===== config.mk =====
export PLATFORM = sky130hd
export DESIGN_NAME = cacheline_adapter
export DESIGN_NICKNAME = d
export VERILOG_FILES = /design/src/rtl/cache_types_pkg.sv /design/src/rtl/cacheline_adapter.sv
export SDC_FILE = /design/constraint.sdc
export NUM_CORES = 2
export LEC_CHECK = 0
export CAP_MARGIN = 20
export CORE_AREA = 2 2 281 283
export CTS_BUF_LIST = sky130_fd_sc_hd__clkbuf_4 sky130_fd_sc_hd__clkbuf_8
export DETAILED_ROUTE_END_ITERATION = 16
export DIE_AREA = 0 0 283 285
export GPL_ROUTABILITY_DRIVEN = 0
export MAX_ROUTING_LAYER = met4
export PLACE_DENSITY = 0.68
export SLEW_MARGIN = 10
export SYNTH_ARGS = -nofsm -noshare
export SYNTH_HDL_FRONTEND = slang
export SYNTH_SLANG_ARGS = --single-unit
export TNS_END_PERCENT = 10

===== constraint.sdc =====
create_clock -name clk -period 49.7 [get_ports clk]
set_clock_uncertainty 0.1 [all_clocks]
set_input_delay 9.94 -clock clk [delete_from_list [all_inputs] [get_ports clk]]
set_output_delay 9.94 -clock clk [all_outputs]
set_load 0.02 [all_outputs]

===== src/rtl/cache_types_pkg.sv =====
// Shared types and geometry for the cache-line to memory-burst adapter.
package cache_types_pkg;

    localparam int unsigned LINE_W   = 256;
    localparam int unsigned BEAT_W   = 64;
    localparam int unsigned BEATS    = 4;
    localparam int unsigned OFFSET_W = 5;
    localparam int unsigned ADDR_W   = 32;
    localparam int unsigned CNT_W    = 2;

    typedef enum logic [1:0] {
        IDLE = 2'd0,
        RD   = 2'd1,
        WR   = 2'd2,
        DONE = 2'd3
    } state_e;

    // Select beat idx (slot k = bits 64k+63:64k) of a full line.
    function automatic logic [BEAT_W-1:0] beat_sel(input logic [LINE_W-1:0] line,
                                                   input logic [CNT_W-1:0]  idx);
        logic [BEAT_W-1:0] beat;
        case (idx)
            2'd0:    beat = line[0*BEAT_W +: BEAT_W];
            2'd1:    beat = line[1*BEAT_W +: BEAT_W];
            2'd2:    beat = line[2*BEAT_W +: BEAT_W];
            default: beat = line[3*BEAT_W +: BEAT_W];
        endcase
        return beat;
    endfunction

endpackage


===== src/rtl/cacheline_adapter.sv =====
// Bridges 256-bit cache line fills/write-backs to 4-beat 64-bit memory bursts.
module cacheline_adapter
    import cache_types_pkg::*;
(
    input  logic                clk,
    input  logic                rst,
    input  logic [LINE_W-1:0]   line_i,
    output logic [LINE_W-1:0]   line_o,
    input  logic [ADDR_W-1:0]   address_i,
    input  logic                read_i,
    input  logic                write_i,
    output logic                resp_o,
    input  logic [BEAT_W-1:0]   burst_i,
    output logic [BEAT_W-1:0]   burst_o,
    output logic [ADDR_W-1:0]   address_o,
    output logic                read_o,
    output logic                write_o,
    input  logic                resp_i
);

    localparam int unsigned BUF_W = BEAT_W * (BEATS - 1);

    state_e              state_q, state_d;
    logic [CNT_W-1:0]    cnt_q, cnt_d;
    logic [ADDR_W-1:0]   addr_q, addr_d;
    logic [LINE_W-1:0]   wline_q, wline_d;
    logic [BUF_W-1:0]    rbuf_q, rbuf_d;
    logic [LINE_W-1:0]   line_q, line_d;

    logic                read_d, write_d, resp_d;
    logic [ADDR_W-1:0]   address_d;
    logic [BEAT_W-1:0]   burst_d;
    logic                read_q, write_q, resp_q;
    logic [ADDR_W-1:0]   address_q;
    logic [BEAT_W-1:0]   burst_q;

    // State register: FSM state, beat counter, latched request and line buffers.
    always_ff @(posedge clk or posedge rst) begin
        if (rst) begin
            state_q <= IDLE;
            cnt_q   <= '0;
            addr_q  <= '0;
            wline_q <= '0;
            rbuf_q  <= '0;
            line_q  <= '0;
        end else begin
            state_q <= state_d;
            cnt_q   <= cnt_d;
            addr_q  <= addr_d;
            wline_q <= wline_d;
            rbuf_q  <= rbuf_d;
            line_q  <= line_d;
        end
    end

    // Next-state: request capture, beat counting and read-line assembly.
    always_comb begin
        state_d = state_q;
        cnt_d   = cnt_q;
        addr_d  = addr_q;
        wline_d = wline_q;
        rbuf_d  = rbuf_q;
        line_d  = line_q;
        case (state_q)
            IDLE: begin
                if (write_i) begin
                    addr_d  = address_i;
                    wline_d = line_i;
                    cnt_d   = '0;
                    state_d = WR;
                end else if (read_i) begin
                    addr_d  = address_i;
                    cnt_d   = '0;
                    state_d = RD;
                end
            end
            RD: begin
                if (resp_i) begin
                    cnt_d = cnt_q + CNT_W'(1);
                    case (cnt_q)
                        2'd0:    rbuf_d[0*BEAT_W +: BEAT_W] = burst_i;
                        2'd1:    rbuf_d[1*BEAT_W +: BEAT_W] = burst_i;
                        2'd2:    rbuf_d[2*BEAT_W +: BEAT_W] = burst_i;
                        default: begin
                            // Last beat goes straight into the visible line.
                            line_d  = {burst_i, rbuf_q};
                            state_d = DONE;
                        end
                    endcase
                end
            end
            WR: begin
                if (resp_i) begin
                    cnt_d = cnt_q + CNT_W'(1);
                    if (cnt_q == CNT_W'(BEATS - 1)) begin
                        state_d = DONE;
                    end
                end
            end
            default: begin
                state_d = IDLE;
            end
        endcase
    end

    // Output decode from next state so every output is registered with the state.
    always_comb begin
        read_d    = 1'b0;
        write_d   = 1'b0;
        resp_d    = 1'b0;
        address_d = '0;
        burst_d   = '0;
        case (state_d)
            RD: begin
                read_d    = 1'b1;
                address_d = {addr_d[ADDR_W-1:OFFSET_W], OFFSET_W'(0)};
            end
            WR: begin
                write_d   = 1'b1;
                address_d = {addr_d[ADDR_W-1:OFFSET_W], OFFSET_W'(0)};
                burst_d   = beat_sel(wline_d, cnt_d);
            end
            DONE: begin
                resp_d = 1'b1;
            end
            default: begin
            end
        endcase
    end

    // Output registers.
    always_ff @(posedge clk or posedge rst) begin
        if (rst) begin
            read_q    <= 1'b0;
            write_q   <= 1'b0;
            resp_q    <= 1'b0;
            address_q <= '0;
            burst_q   <= '0;
        end else begin
            read_q    <= read_d;
            write_q   <= write_d;
            resp_q    <= resp_d;
            address_q <= address_d;
            burst_q   <= burst_d;
        end
    end

    assign read_o    = read_q;
    assign write_o   = write_q;
    assign resp_o    = resp_q;
    assign address_o = address_q;
    assign burst_o   = burst_q;
    assign line_o    = line_q;

endmodule


---- Word-level counts from Yosys, hierarchy flattened ----
Index checks and enable logic that the tools add are counted.
word-level totals
  output and inout bits ................... 355
  logic and storage cells ................. 60
  register bits after elaboration ......... 839
  input bits .............................. 357
cells by class
  mux-type cells .......................... 22
  equal/unequal tests ..................... 10
  bitwise gates (word level) .............. 1
  reductions and logical operators ........ 12
  $add $sub $neg .......................... 1
operators by type and width
  operator                                             count
  2-to-1 mux 256 bit                                   2
  one-hot mux 64 bit (3 select lines)                  1
  2-to-1 mux 32 bit                                    4
  2-to-1 mux 64 bit                                    1
  2-to-1 mux 2 bit                                     9
  equality test 2 bit, second input constant           6
  AND reduction 3 bit                                  4
  equality test 2 x 1 -> 1 bit, second input constant  4
  zero test 2 bit                                      3
  one-hot mux 2 bit (3 select lines)                   1
  one-hot mux 2 bit (2 select lines)                   1
  OR reduction 2 bit                                   2
  2-to-1 mux 1 bit                                     3
  OR reduction 3 bit                                   1
  adder 2 x 1 -> 2 bit, second input constant          1
  AND reduction 2 bit                                  1
  nonzero test 2 bit                                   1
  inverter 1 bit                                       1

---- Longest topological paths before layout ----
  depth after elaboration ................. 8
  mapped depth ............................ 14
  depth with buffers taken out ............ 9

---- Least setup slack after synthesis ----
Ideal clock, no wire load.
  path kind ............................... in2reg
  start point ............................. input write_i
  end point ............................... register burst_q[10], in the netlist burst_o[10]
  cell stages on the path ................. 12
  arrival time ............................ 11862 ps
  library setup time ...................... 65 ps
  buffers on the path ..................... 6
  data required time ...................... 49535 ps
  slack ................................... 37673 ps
  cell sequence ........................... and2_1 -> buf_2 -> buf_4 -> buf_4 -> buf_2 -> nor3_1 -> a21o_1 -> inv_1 -> ha_1 -> buf_1 -> clkbuf_1 -> o221a_2
between the ends
  elaborated cells between the ends (all ways) .. 12
  classes of those cells .................. eq/ne (3); mux (8); reduce/logical (1)
RTL lines
  item                                line                      source
  start: declaration                  cacheline_adapter.sv:11   input logic write_i,
  2-to-1 mux 2 bit                    cacheline_adapter.sv:66   if (write_i) begin
  one-hot mux 2 bit (3 select lines)  cacheline_adapter.sv:64   case (state_q)
  net state_d[1]                      cacheline_adapter.sv:23   state_e state_q, state_d;
  equality test 2 bit                 cacheline_adapter.sv:113  case (state_d)
  2-to-1 mux 64 bit                   cacheline_adapter.sv:113
  net burst_d[10]                     cacheline_adapter.sv:32   logic [BEAT_W-1:0] burst_d;
  end signal: assignment              cacheline_adapter.sv:144  burst_q <= burst_d;
  end: declaration                    cacheline_adapter.sv:35   logic [BEAT_W-1:0] burst_q;
The timed path passes the listed nets, and every way through them passes these cells.
A chain may end at the register's enable or synchronous reset.

---- Worst setup path after layout ----
  start point ............................. input resp_i
  end point ............................... register line_q[14], in the netlist line_o[14]
between the ends
  cells in the longest elaborated chain, start to end .. 1
RTL lines
  item                                  line                     source
  start: declaration                    cacheline_adapter.sv:18  input logic resp_i
  AND reduction 3 bit (no source line)  -
  end signal: assignment                cacheline_adapter.sv:52  line_q <= line_d;
  end: declaration                      cacheline_adapter.sv:28  logic [LINE_W-1:0] line_q, line_d;
Every way passes these cells.

==> impl_metrics.toml <==
[run_status]
run_status = "finished, final reports clean"

[timing]
finalSetupTns_ns = 0
period_share = 0.270
unrepaired_setup_endpoints_after_global_routing = "no"
worst_slew_pin_slew_ns = 1.13
slew_violations = 0
post-route-worst-setup-slack_ns = 36.29
timing.fmax_mhz = 74.6
period_needed_ns = 13.41
timing.slew.headroom = 0.249
finalSetupViolations = 0
finalHoldViolCount = 0
hold-worst-slack_ns = 0.345

[final_layout]
post_route_cells_drive_above_1_share = 0.219
layout-area-overhead-vs-synth_pct = 33.9
stdcell_count = 4524
post-route-util = 0.560
finalNetCount = 3731

[setup_path]
crit_type = "primary input to flip-flop"
crit_buf_inv = 3
worst_ep_required_time_ns = 50.29
arrival_ns = 14.00
worstPathCellList = "clkdlybuf4s50_1 -> and3_4 -> buf_4 -> buf_4 -> nand2_1 -> nand2_1"
reg2reg_slack_ns = 45.53
path_delay_family = "buffers and inverters"
endpoint_kind = "flip-flop"
crit_path_launch_type = "primary input"
timing.critical_path.slowest_cell_delay_ns = 0.98
critical_path.slowest_cell = "and3_4"
worst_path_fanout_max = 91

[place]
dp_slack_ns = 35.48
buffers_added_on_ports = 701
dpl.cell_count = 4269
estimated_wirelength_of_the_detail_placed_design_um = 60600

[drt]
post_drt_wl_per_cell_um = 20.6
totalWireLength_um = 93400
ant_nets = 0
viasPerCell = 4.97
drt_drc_violations_left = 0
initialDrtViolationCount = 1459
via_count = 22500
first_pass_iters = 5

[die]
design.die.area_sq_um = 80700
fp.dieH_um = 285
die_width_um = 283
core_area_sq_um = 78000
ioPinCount = 712
num_rows = 103
start_util = 0.418

[run]
max-cap-violations = 0

[grt]
total_global_routing_overflow = 0
first_pass_grt_wire_length_um = 144000
grt_start_max_net_pins = 137
first_global_vias = 23500
number_of_antenna_violations_at_the_first_check_in_global_routing = 9
grt_util_all_layers = 0.239

[power]
powerDensity_nw_per_um2 = 64.0
static-leakage-power_nw = 20.4
max-vdd-ir-drop_uv = 47.3

[cts]
htree_num_levels = 4
clock_tree_from_tritoncts = "yes"
cts_buffers = 139
worst_setup_hold_path_clk_slew_ns = 0.06
clock_insertion_delay_worst_skew_ns = 0.75
clock-sinks = 829
cts-resized-gates = 0
cts-root-to-sink-buffers = 3
postCtsHoldBufs = 0
cts_setup_buffers = 0
clockRootBuffer = "clkbuf_8"

[synthesis]
number_of_storage_elements_in_the_synthesis_netlist = 829
yosys_warnings = 0
postSynth.asyncResetShare = 1.00
synth.largest_area_cell = "dfrtp_1"
post_synthesis_instance_total = 2647
mappedNetlistArea_sq_um = 32600
synth.distinct_cells = 44
synth.top_cells.by_area = "dfrtp_1 64%, mux2_2 14%, nand2_1 9.6%, mux2i_1 2.0%, o221a_2 1.9%"
seq_area_frac_synth = 0.637
synth_edf_count = 0
syn_avg_cell_area_sq_um = 12.3
yosys_most_used_dff = "dfrtp_1"
synth_top_area_share = 0.637

[min_path]
hold_path.class = "flip-flop to flip-flop"
## worst register-to-register path, stage by stage (launching register included)
cell and delay (ns):
dfrtp_1 0.41, inv_1 0.09, ha_1 0.45, and3_4 0.91, buf_4 0.95, buf_4 0.86, nand2_1 0.23, nand2_1 0.09
## kinds of logic (layout without fill, tap and decap cells)
kind of cell / after synthesis / count (layout) / synth area share
xor+xnor: 1 / 1 / 0.000269
buf+inv: 234 / 1047 / 0.0302
other cells: 1 / 15 / 0.000115
mux: 475 / 475 / 0.162
simple gates: 888 / 888 / 0.107
flops: 829 / 829 / 0.637
compound gates: 208 / 208 / 0.0604
fa+ha+maj: 11 / 11 / 0.00422
## cells in the mapped netlist, types with 2 or more instances
cell       count
buf_1          6
and2_1         2
nor2_1         4
a22o_1        61
mux2i_1       64
o2bb2ai_1     60
a221oi_1       4
nand2_1      835
ha_1          11
o21ai_0        4
o221a_2       56
a22oi_1        3
o21ai_1        6
clkbuf_1      93
dfrtp_1      829
mux2_2       411
inv_1         74
buf_4          9
nand3_1        5
o221a_1        5
nand3b_1       3
buf_2         51
nor2b_1       30
## metrics by stage
stage               cell area (sq um)  total power, mW
global route                    43600             2.95
CTS                             43500             2.82
detailed placement              40600             2.17
finish                          43600             2.79
global placement                40600             2.15
floorplan                       32600             1.76
## layout by cell type (no fill, tap or decap), drive strengths merged, types with 2 or more instances in the layout
master         Yosys  routed
nand2            835     835
dfrtp            829     829
clkdlybuf4s50      0     701
mux2             411     411
clkbuf            93     224
inv               74      78
mux2i             64      64
a22o              61      61
o221a             61      61
o2bb2ai           60      60
nor2b             30      30
buf               67      30
ha                11      11
diode              0      10
o21ai             10      10
clkinv             0       8
conb               1       5
clkinvlp           0       5
nand3              5       5
a221oi             4       4
nor2               4       4
nand3b             3       3
a22oi              3       3
and2               2       2
nor3b              2       2
## state kept, by name, summed over array words and instances, names as in the netlist
signal	flops
wline_q	256
read_o	1
resp_o	1
address_o	27
burst_o	64
line_o	256
cnt_q	2
rbuf_q	192
addr_q	27
state_q	2
write_o	1
## where the power goes
| group | internal (mW) | total (mW) | switching, mW |
|---|---|---|---|
| Clock | 0.356 | 0.635 | 0.279 |
| Combinational | 0.516 | 1.09 | 0.578 |
| Sequential | 0.958 | 1.07 | 0.107 |
## area by class of cell
cell class	instances	area, sq um
Multi-Input combinational cell	1588	11000
Clock buffer	224	2740
Sequential cell	829	20700
Timing Repair Buffer	731	7310
Fill cell	6564	34300
Tap cell	1050	1310
Inverter	74	285
Antenna cell	10	25.0
Clock inverter	18	216
## per-layer routing
layer,global-route usage,up-vias,wire [um]
li1,-,10300,-
met1,0.295,11300,38900
met2,0.370,700,44400
met3,0.0839,141,7860
met4,0.0698,0,2180
met5,-,-,0
## path summary, 6_finish.rpt
path,start,end,cells past startpoint
min,rbuf_q[12],line_o[12],2
min in group asynchronous,rst,line_o[105],2
max,resp_i,line_o[14],6
min reg2reg,rbuf_q[12],line_o[12],2
max reg2reg,state_q[1],line_o[14],7
max in group asynchronous,rst,burst_o[17],5
Power figures use the tool's default switching activity.
==> RTL change, RTL diff (same settings) <==
Add an input register stage for `line_i`, with the module's reset; this delays it by one clock. The other inputs are not delayed to match.
--- a/src/rtl/cacheline_adapter.sv
+++ b/src/rtl/cacheline_adapter.sv
@@ -20,4 +20,14 @@
 
     localparam int unsigned BUF_W = BEAT_W * (BEATS - 1);
+
+    logic [LINE_W-1:0] line_r;
+
+    always_ff @(posedge clk or posedge rst) begin
+        if (rst) begin
+            line_r <= '0;
+        end else begin
+            line_r <= line_i;
+        end
+    end
 
     state_e              state_q, state_d;
@@ -66,5 +76,5 @@
                 if (write_i) begin
                     addr_d  = address_i;
-                    wline_d = line_i;
+                    wline_d = line_r;
                     cnt_d   = '0;
                     state_d = WR;
Function: changed (a bounded check fails within 4 cycles, from zero or initial values and one cycle with rst high).
==> RTL change against the original RTL <==
  * Die area stayed put
  * Worst setup slack worse by 0.44 ns
  * Cell count increased by 8.6%
  * Worst hold slack got worse by 0.0043 ns
  * Sequential cell count rose by 256
  * Register-to-register slack lost 0.43 ns
  * Via count rose by 13%
  * Final area rose by 18%
  * Wire length up 19%
  * Sequential share of layout area grew 5.1 points
  * Total power increased by 18%
  * Synthesized area increased by 23%
==> RTL change: results (changes against the original RTL) <==
The share of post-route cells with drive strength above 1 came out at 0.222 (+0.00378). The number of filler instances in the final layout was 5773 (-12%). The worst setup slack after placement is 35.06 ns (-0.421 ns). The worst hold slack across all endpoints is 0.340 ns (-0.00433 ns). The via total after detailed routing came out at 25.5k (+13%).

The worst supply voltage drop on vdd is 47.8 µV (+1.1%). The placed instance count came out at 4574 (+7.1%). The total leakage power came out at 24.0 nW (+18%). The number of global-route vias before repair is 27.7k (+18%). The routed wirelength normalized by instance count was 22.6 µm (+9.5%). The worst stage delay on the critical path is 0.79 ns (-0.19 ns). The xor and xnor area share after synthesis came out at 0.000219 (-0.0000498). The share of synthesized cell area in full adder, half adder and majority cells came out at 0.00344 (-0.000782). The count of unique library cells instantiated by Yosys was 49 (+11%). The HPWL after detailed placement is 73.7 mm (+22%). The final net count is 4070 (+9.1%). The pin count of the biggest net entering global routing is 181 (+32%). The maximum fanout along the worst path is 49 (-46%). The global-route wire length before repair was 170 mm (+18%). The commonest cells after synthesis are sky130_fd_sc_hd__dfrtp_1, sky130_fd_sc_hd__nand2_1, sky130_fd_sc_hd__mux2_2. The initial antenna violation count came out at 28 (+19). Ranked by total cell area, the synthesized netlist is headed by sky130_fd_sc_hd__dfrtp_1, sky130_fd_sc_hd__mux2_2, sky130_fd_sc_hd__nand2_1, sky130_fd_sc_hd__a221oi_2, sky130_fd_sc_hd__mux2i_1. The count of instances resized after the clock tree is built is 0 (unchanged).

In this design, the largest share of critical-path delay is due to buffers and inverters. The run finished with clean final reports. The endpoint identified for the worst register-to-register timing path is burst_o[56]. The depth of the most critical reg-to-reg path was 9 (+2). The worst max-slew margin expressed relative to the limit is 0.254 (+0.00552). The DRC violation total after the first TritonRoute iteration is 1652 (+13%). The path with the worst hold slack has its endpoint at line_o[8].

The switching power is 1.14 mW (+19%). The reg2reg setup slack is 45.10 ns (-0.43 ns). In this run the most critical hold path is launched from rbuf_q[8]. The signal arrival time at the worst endpoint is 14.43 ns (+0.43 ns). The startpoint identified for the worst register-to-register timing path is state_q[0].

The non-filler instance count after layout is 4915 (+8.6%). The post-place instance area was 47700 µm² (+17%). The global routing usage summed across all routing layers came out at 0.287 (+0.0482).

The clock insertion delay at the later pin of the skew report was 0.84 ns (+0.09 ns). The synthesized instance count came out at 2956 (+12%).
RTL change: cell types whose count changed in the layout (fill, tap and decap cells not counted), moves of 18 or more:
cell	unedited run	this run
sky130_fd_sc_hd__mux2i_1	64	105
sky130_fd_sc_hd__clkinv_2	3	21
sky130_fd_sc_hd__mux2_2	411	369
sky130_fd_sc_hd__nand2b_1	0	19
sky130_fd_sc_hd__o221a_2	56	0
sky130_fd_sc_hd__o2bb2ai_1	60	1
sky130_fd_sc_hd__dfrtp_1	829	1085
sky130_fd_sc_hd__a22o_1	61	2
sky130_fd_sc_hd__inv_1	73	112
sky130_fd_sc_hd__a22oi_1	3	62
sky130_fd_sc_hd__a221oi_2	0	117
sky130_fd_sc_hd__diode_2	10	28
sky130_fd_sc_hd__clkbuf_8	169	220
sky130_fd_sc_hd__nand2_1	835	815
RTL change: power groups by stage:
| stage | sequential [mW] | combinational [mW] | clock (mW) |
|---|---|---|---|
| CTS | 1.30 | 1.21 | 0.827 |
| global route | 1.33 | 1.29 | 0.872 |
| finish | 1.30 | 1.20 | 0.810 |
| global placement | 1.30 | 1.17 | 0 |
| detailed placement | 1.31 | 1.20 | 0 |
| floorplan | 1.40 | 0.703 | 0 |
RTL change: final cells by class:
cell class              count  area share
repair buffers            736       0.142
diodes                     28     0.00136
clock buffers             274      0.0665
flip-flops and latches   1085       0.526
inverters                 114     0.00849
clock inverters            36     0.00667
well taps                1050      0.0255
multi-input cells        1592       0.223
RTL change: layer usage:
| metal | GRT usage | share of wire | vias to the layer above |
|---|---|---|---|
| met2 | 0.445 | 0.48 | 799 |
| met1 | 0.349 | 0.40 | 13100 |
| li1 | - | - | 11400 |
| met3 | 0.103 | 0.087 | 212 |
| met4 | 0.100 | 0.031 | 0 |
| met5 | - | 0 | - |
